`src/rtl/wd_pkg.sv`:
```
// rtl/wd_pkg.sv - shared key-link constants and transmitter state encoding
package wd_pkg;

    localparam int KEY_BITS = 64;
    localparam int DNA_BITS = 57;

    typedef enum logic [1:0] {
        S_IDLE = 2'd0,
        S_LOW  = 2'd1,
        S_HIGH = 2'd2,
        S_END  = 2'd3
    } state_t;

endpackage

```
`src/rtl/wd_key_tx_bit_tick.sv`:
```
// rtl/wd_key_tx_bit_tick.sv - loadable down-counter marking the end of each sclk half-period
module bit_tick #(
    parameter int HALF_BIT = 4
) (
    input  logic clk,
    input  logic rst,
    input  logic load,
    output logic phase_end
);

    localparam int CW = $clog2(HALF_BIT) + 1;

    logic [CW-1:0] cnt;

    // Parks at zero between frames; each phase reloads on entry.
    always_ff @(posedge clk or posedge rst) begin
        if (rst) begin
            cnt <= '0;
        end else if (load) begin
            cnt <= CW'(HALF_BIT - 1);
        end else if (cnt != '0) begin
            cnt <= cnt - CW'(1);
        end
    end

    assign phase_end = (cnt == '0);

endmodule

```
`src/rtl/wd_key_tx.sv`:
```
// rtl/wd_key_tx.sv - periodic serializer of the 64-bit watchdog key onto sclk/sdat/en
module wd_key_tx
    import wd_pkg::*;
#(
    parameter int HALF_BIT      = 4,
    parameter int PERIOD_CYCLES = 50_000_000
) (
    input  logic                clk,
    input  logic                rst,
    input  logic                auto_en,
    input  logic                start,
    input  logic [KEY_BITS-1:0] key,
    output logic                sclk,
    output logic                sdat,
    output logic                en,
    output logic                busy,
    output logic                done
);

    localparam int PW = $clog2(PERIOD_CYCLES);

    state_t              state;
    logic [PW-1:0]       period_cnt;
    logic                tick;
    logic                trig_q;
    logic                pending;
    logic                go;
    logic                load;
    logic                phase_end;
    logic [KEY_BITS-1:0] shreg;
    logic [5:0]          bit_cnt;

    assign tick = auto_en && (period_cnt == PW'(PERIOD_CYCLES - 1));
    assign go   = trig_q || pending;

    always_ff @(posedge clk or posedge rst) begin
        if (rst) begin
            period_cnt <= '0;
        end else if (!auto_en || tick) begin
            period_cnt <= '0;
        end else begin
            period_cnt <= period_cnt + PW'(1);
        end
    end

    // Reload the half-period counter on every entry into LOW or HIGH.
    always_comb begin
        load = 1'b0;
        case (state)
            S_IDLE, S_END:  load = go;
            S_LOW, S_HIGH:  load = phase_end;
            default:        load = 1'b0;
        endcase
    end

    bit_tick #(.HALF_BIT(HALF_BIT)) u_bit_tick (
        .clk       (clk),
        .rst       (rst),
        .load      (load),
        .phase_end (phase_end)
    );

    always_ff @(posedge clk or posedge rst) begin
        if (rst) begin
            state   <= S_IDLE;
            trig_q  <= 1'b0;
            pending <= 1'b0;
            shreg   <= '0;
            bit_cnt <= '0;
            sclk    <= 1'b0;
            sdat    <= 1'b0;
            en      <= 1'b0;
            busy    <= 1'b0;
            done    <= 1'b0;
        end else begin
            trig_q <= start || tick;
            done   <= 1'b0;
            case (state)
                S_IDLE, S_END: begin
                    if (go) begin
                        shreg   <= key;
                        bit_cnt <= 6'(KEY_BITS - 1);
                        sdat    <= key[KEY_BITS-1];
                        en      <= 1'b1;
                        sclk    <= 1'b0;
                        busy    <= 1'b1;
                        pending <= 1'b0;
                        state   <= S_LOW;
                    end else begin
                        state <= S_IDLE;
                    end
                end
                S_LOW: begin
                    if (trig_q) pending <= 1'b1;
                    if (phase_end) begin
                        sclk  <= 1'b1;
                        state <= S_HIGH;
                    end
                end
                S_HIGH: begin
                    if (trig_q) pending <= 1'b1;
                    if (phase_end) begin
                        sclk <= 1'b0;
                        if (bit_cnt == '0) begin
                            en    <= 1'b0;
                            sdat  <= 1'b0;
                            busy  <= 1'b0;
                            done  <= 1'b1;
                            state <= S_END;
                        end else begin
                            // Next bit goes out on the same edge sclk falls.
                            shreg   <= shreg << 1;
                            sdat    <= shreg[KEY_BITS-2];
                            bit_cnt <= bit_cnt - 6'd1;
                            state   <= S_LOW;
                        end
                    end
                end
                default: state <= S_IDLE;
            endcase
        end
    end

endmodule

```
`config.mk`:
```
export PLATFORM = sky130hd
export DESIGN_NAME = wd_key_tx
export DESIGN_NICKNAME = d
export VERILOG_FILES = /design/src/rtl/wd_pkg.sv /design/src/rtl/wd_key_tx_bit_tick.sv /design/src/rtl/wd_key_tx.sv
export SDC_FILE = /design/constraint.sdc
export NUM_CORES = 1
export LEC_CHECK = 0
export ABC_AREA = 1
export CORE_MARGIN = 2
export CORE_UTILIZATION = 57
export CTS_BUF_LIST = sky130_fd_sc_hd__clkbuf_8
export DETAILED_ROUTE_END_ITERATION = 12
export PLACE_DENSITY_LB_ADDON = 0.2
export SETUP_SLACK_MARGIN = 0.1
export SYNTH_ARGS = -nofsm -noshare
export SYNTH_HDL_FRONTEND = slang
export SYNTH_SLANG_ARGS = --single-unit
```
`constraint.sdc`:
```
create_clock -name clk -period 4.23 [get_ports clk]
set_clock_uncertainty 0.05 [all_clocks]
set_input_delay 0.6345 -clock clk [delete_from_list [all_inputs] [get_ports clk]]
set_output_delay 0.6345 -clock clk [all_outputs]
set_load 0.005 [all_outputs]
```
**Word level (Yosys, flattened, before mapping)**

Cells that the tools add are included.

- Memories: 0
- Latch bits: 0
- RAM bits: 0
- Output and inout bits: 5
- Register bits: 106
- Memory bits (read-only): 0

- Mux-type cells: 34
- Bitwise gates (word level): 0
- Add/subtract/negate cells: 3
- Equal/unequal tests: 10
- Reduce and logical (&&, ||, !) cells: 19
- Magnitude comparators: 0
- Shift-type cells: 0
- Multiply operators: 0
- Divide/modulo/power cells: 0

Operators with widths:

| operator | number |
|---|---|
| 2-to-1 mux 63 bit | 3 |
| case mux 63 bit (2 select lines) | 1 |
| adder 26 x 1 -> 26 bit (second input constant) | 1 |
| equality test 26 bit (second input constant) | 1 |
| 2-to-1 mux 26 bit | 1 |
| 2-to-1 mux 6 bit | 3 |
| 2-to-1 mux 1 bit | 14 |
| case mux 6 bit (2 select lines) | 1 |
| inequality test 2 bit (second input constant) | 5 |
| case mux 1 bit (2 select lines) | 4 |
| AND reduction 4 bit | 2 |
| zero test 6 bit | 1 |
| 2-to-1 mux 2 bit | 3 |
| 2-to-1 mux 3 bit | 2 |
| case mux 2 bit (3 select lines) | 1 |
| AND reduction 3 bit | 2 |
| subtractor 6 x 1 -> 6 bit (second input constant) | 1 |
| equality test 2 bit (second input constant) | 2 |
| AND reduction 2 bit | 2 |
| nonzero test 2 bit | 2 |
| OR reduction 2 bit | 2 |
| zero test 3 bit | 1 |
| logical OR 1 bit | 3 |
| case mux 1 bit (3 select lines) | 1 |
| other kinds (7) | 7 |

**Depth between registers and ports, before layout**

- Word-level depth: 4
- Mapped depth: 11
- Mapped depth without buffers: 10

**Modules after synthesis**

A second synthesis with hierarchy kept.

- Cell total of the unflattened synthesis: 621
- Area total of the unflattened synthesis: 5,385.2 um^2

Modules (own cells, without submodules):

| module | seq. area each (um^2) | cells an instance | area an instance (um^2) | instances |
|---|---|---|---|---|
| wd_key_tx | 2,577.5 | 596 | 5,197.5 | 1 |
| bit_tick | 75.1 | 25 | 187.7 | 1 |

**Least setup slack after synthesis**

No wires, ideal clock.

- Kind: reg2reg
- From: register state[0]
- To: register shreg[1]
- Period minus slack after synthesis: 1.672 ns
- Required time: 4.058 ns
- Stages on the path, launching flop included: 11
- Setup slack: 2.558 ns
- Arrival time: 1.500 ns
- Setup time: 0.122 ns
- Cells stage by stage: dfrtp_1 inv_1 ha_1 nand2_2 o21ai_2 nor2_4 nand2_4 buf_12 buf_8 nand2_1 o21ai_2

- Word-level cells in the longest chain between the ends: 4

RTL lines:

| what | line | RTL |
|---|---|---|
| from (decl) | wd_key_tx.sv:22 | `state_t state;` |
| from (signal assigned) | wd_key_tx.sv:65 | `state <= S_IDLE;` |
| from (signal assigned) | wd_key_tx.sv:88 | `state <= S_LOW;` |
| from (signal assigned) | wd_key_tx.sv:90 | `state <= S_IDLE;` |
| equality test 2 bit or zero test 2 bit (tied branches) | wd_key_tx.sv:78 | `case (state)` |
| OR reduction 2 bit | wd_key_tx.sv:78 |  |
| inequality test 2 bit (no line) or nonzero test 2 bit (tied branches) | - |  |
| AND reduction 4 bit (no line) | - |  |
| to (signal assigned) | wd_key_tx.sv:81 | `shreg <= key;` |
| to (signal assigned) | wd_key_tx.sv:112 | `shreg <= shreg << 1;` |
| to (decl) | wd_key_tx.sv:30 | `logic [KEY_BITS-1:0] shreg;` |

Several ways; a longest one is shown, not always the timed one.
A chain may end at the register's enable or synchronous reset.

**Final worst setup path**

- From: register state[0]
- To: register shreg[23]

Same word-level chain as after synthesis.

==> impl_metrics.yaml <==
worst_hold_path:
  hp-class: "reg -> reg"
  hold_start: "shreg[56]$_DFFE_PP0P_"
placement:
  gp_congestion: 0.899
  dpl.hpwl_mm: 7.58
  placed_area_mm2: 0.00620
  io_buffer_count: 72
global_route:
  grt_pass1_vias: 4057
  grt_antenna_before_repair: 0
  grt_pass1_wl_mm: 18.2
  grt_max_degree: 90
  grt_overflow: 0
  grt_use_total_pct: 21.9
yosys:
  synth_commonest_cells: "nand2_1 (153), dfrtp_1 (106), nor2_1 (76)"
  synth_area_leaders: "dfrtp_1 (48%), mux2i_1 (11%), nand2_1 (10%)"
  ys_ff_latch: 106
  yosysSeqAreaShare_pct: 48.3
  synth.distinct_cells: 31
  syn_nets: 688
  synth_largest_area_cell: "dfrtp_1"
  synth.avg_cell_area_um2: 8.98
  async_flop_share_pct: 100
  synthCells: 612
  yosysWarningCount: 0
  dominantRegCellSynth: "dfrtp_1"
  synth_edf_count: 0
  yosysTopAreaCellShare_pct: 48.3
  syn_area_mm2: 0.00550
  synth.most_common_cell: "nand2_1"
cts:
  clk_latency_ps: 370
  post_cts_buffers: 0
  clockBufferDepth: 2
  htreeDepth: 3
  cts_root_buf: "clkbuf_8"
  clk_pin_slew_worst_paths_ps: 100
  cts_tree: "done"
  postCtsResizedCells: 0
  cts_buffers: 9
  cts_num_sinks: 106
  hold_buffers: 0
critical_path:
  crit_family: "simple AND/OR/NAND/NOR gates"
  endpoint_kind: "flop"
  cp_max_fo: 89
  cp-startpoint: "state[0]$_DFFE_PP0P_"
  rr_startpoint: "state[0]$_DFFE_PP0P_"
  cpPeakStageDelay_ps: 620
  crit_top_cell: "inv_1"
  path_buf_inv: 3
  worstPathCellList: "inv_1 -> ha_4 -> inv_1 -> nor2_2 -> nor2_4 -> nand2_4 -> buf_4 -> nand2_1 -> o21ai_1"
  arrival_ps: 3290
  slowest_stage: "nand2_4"
  critPathLaunchType: "flop"
  worst-setup-path-type: "reg -> reg"
  worstPathRequired_ps: 4470
pwr:
  power_uw: 3790
  seqPwrFrac_pct: 42.6
  combPwrFrac_pct: 40.4
  clockPowerShare_pct: 17.0
  p_int_uw: 2280
  p_switching_uw: 1510
  swShare_pct: 39.8
  irDropWorstVdd_mv: 0.459
  power.leakage_uw: 0.00268
  power_density_mw_per_mm2: 591
floorplanning:
  ios: 73
  rows: 35
  core_area_mm2: 0.00928
  die_x_um: 102
  die_y_um: 102
  die-area_mm2: 0.0104
  start_util_pct: 59.2
timing:
  setup_tns_ps: 0
  final_max_slew_viol_count: 0
  setup_viol: 0
  hold_viol_final: 0
  finalCriticalPeriod_ps: 3050
  fin_crit_sh_pct: 72.1
  tightest_slew_ps: 854
  rsz0062_at_grt: "false"
  relSlewSlack_pct: 43.1
  max_clock_freq_mhz: 328
final_layout:
  nets: 749
  diodes: 0
  drive_gt1_share_pct: 7.82
  syn_to_final_growth_pct: 16.7
  stdcell_area_mm2: 0.00641
detailed_routing:
  avgViaCountPerCell: 5.13
  routedWlPerCell_um: 13.1
  drc_errors: 0
  drtAntennaViolNets: 0
  vias: 4139
  drtIter0Drc: 134
  firstDrtPassIters: 4
  wirelength_mm: 10.6
run:
  max-cap-violations: 0
status:
  status: "complete, no violations"
==> registers in the layout, indices dropped and copies added (netlist names) <==
register	flops
bit_cnt	6
busy	1
done	1
pending	1
period_cnt	26
sclk	1
sdat	1
shreg	63
state	2
trig_q	1
u_bit_tick.cnt	3
==> cell type report <==
cell class | count | area (um^2)
clock buffers | 9 | 124
clock inverters | 7 | 90.1
fillers | 733 | 2870
inverters | 39 | 149
multi-input cells | 441 | 2490
flip-flops and latches | 106 | 2650
well taps | 129 | 161
repair buffers | 76 | 751
==> layer usage <==
layer  routed length (um)  share of wire [%]  GRT usage, %
met5                    0                  0             0
met4                  187                1.8          7.79
met3                  437                4.1          3.69
met2                 5240                 49          36.6
met1                 4730                 45          29.1
==> through the flow <==
step / worst slack (ps) / util [%] / hold slack [ps] / cells
finish: 1180 / 69.1 / 444 / 807
CTS: 1150 / 69.1 / 448 / 807
global placement: 1330 / 66.8 / 416 / 791
floorplan: 757 / - / 403 / 612
global route: 896 / 69.1 / 474 / 807
detailed placement: 1190 / 66.8 / 424 / 791
==> path summary, 6_finish.rpt <==
path                                          to  slack (ps)  depth (start not counted)
setup reg to reg           shreg[23]$_DFFE_PP0P_        1180                          9
max in group asynchronous  shreg[56]$_DFFE_PP0P_        2590                          3
hold / removal             shreg[56]$_DFFE_PP0P_         440                          2
hold reg to reg            shreg[56]$_DFFE_PP0P_         440                          2
min in group asynchronous  shreg[17]$_DFFE_PP0P_         700                          2
setup / recovery           shreg[23]$_DFFE_PP0P_        1180                          9
==> worst min-delay path, cell delays in order (launching register included) <==
cell     delay [ps]
dfrtp_1         350
nand2_1          50
o21ai_0          60
==> cells by family after synthesis <==
family	Yosys count	synth area share, %
simple gates	271	20.1
xor+xnor	15	2.39
mux	62	11.3
compound gates	85	9.38
buf+inv	65	6.72
fa+ha+maj	8	1.82
flops	106	48.3
==> placed cells by master (no fill, tap or decap), drive strengths merged, types with 4 or more instances in the layout <==
cell type and instances:
xnor2 4, clkbuf 9, clkdlybuf4s50 72, inv 40, buf 4, dfrtp 106, mux2i 62, o21ai 77
nand2 156, nand3 28, nor2 81, xor2 11, ha 8
==> power groups by stage <==
stage,clock (uW),combinational [uW],sequential [uW]
3_5_place_dp,0,1550,1630
4_1_cts,667,1550,1610
5_1_grt,711,1770,1650
6_report,644,1530,1610
2_1_floorplan,0,1430,1570
3_3_place_gp,0,1460,1610
Note: power is estimated with default switching activity, not from simulation.
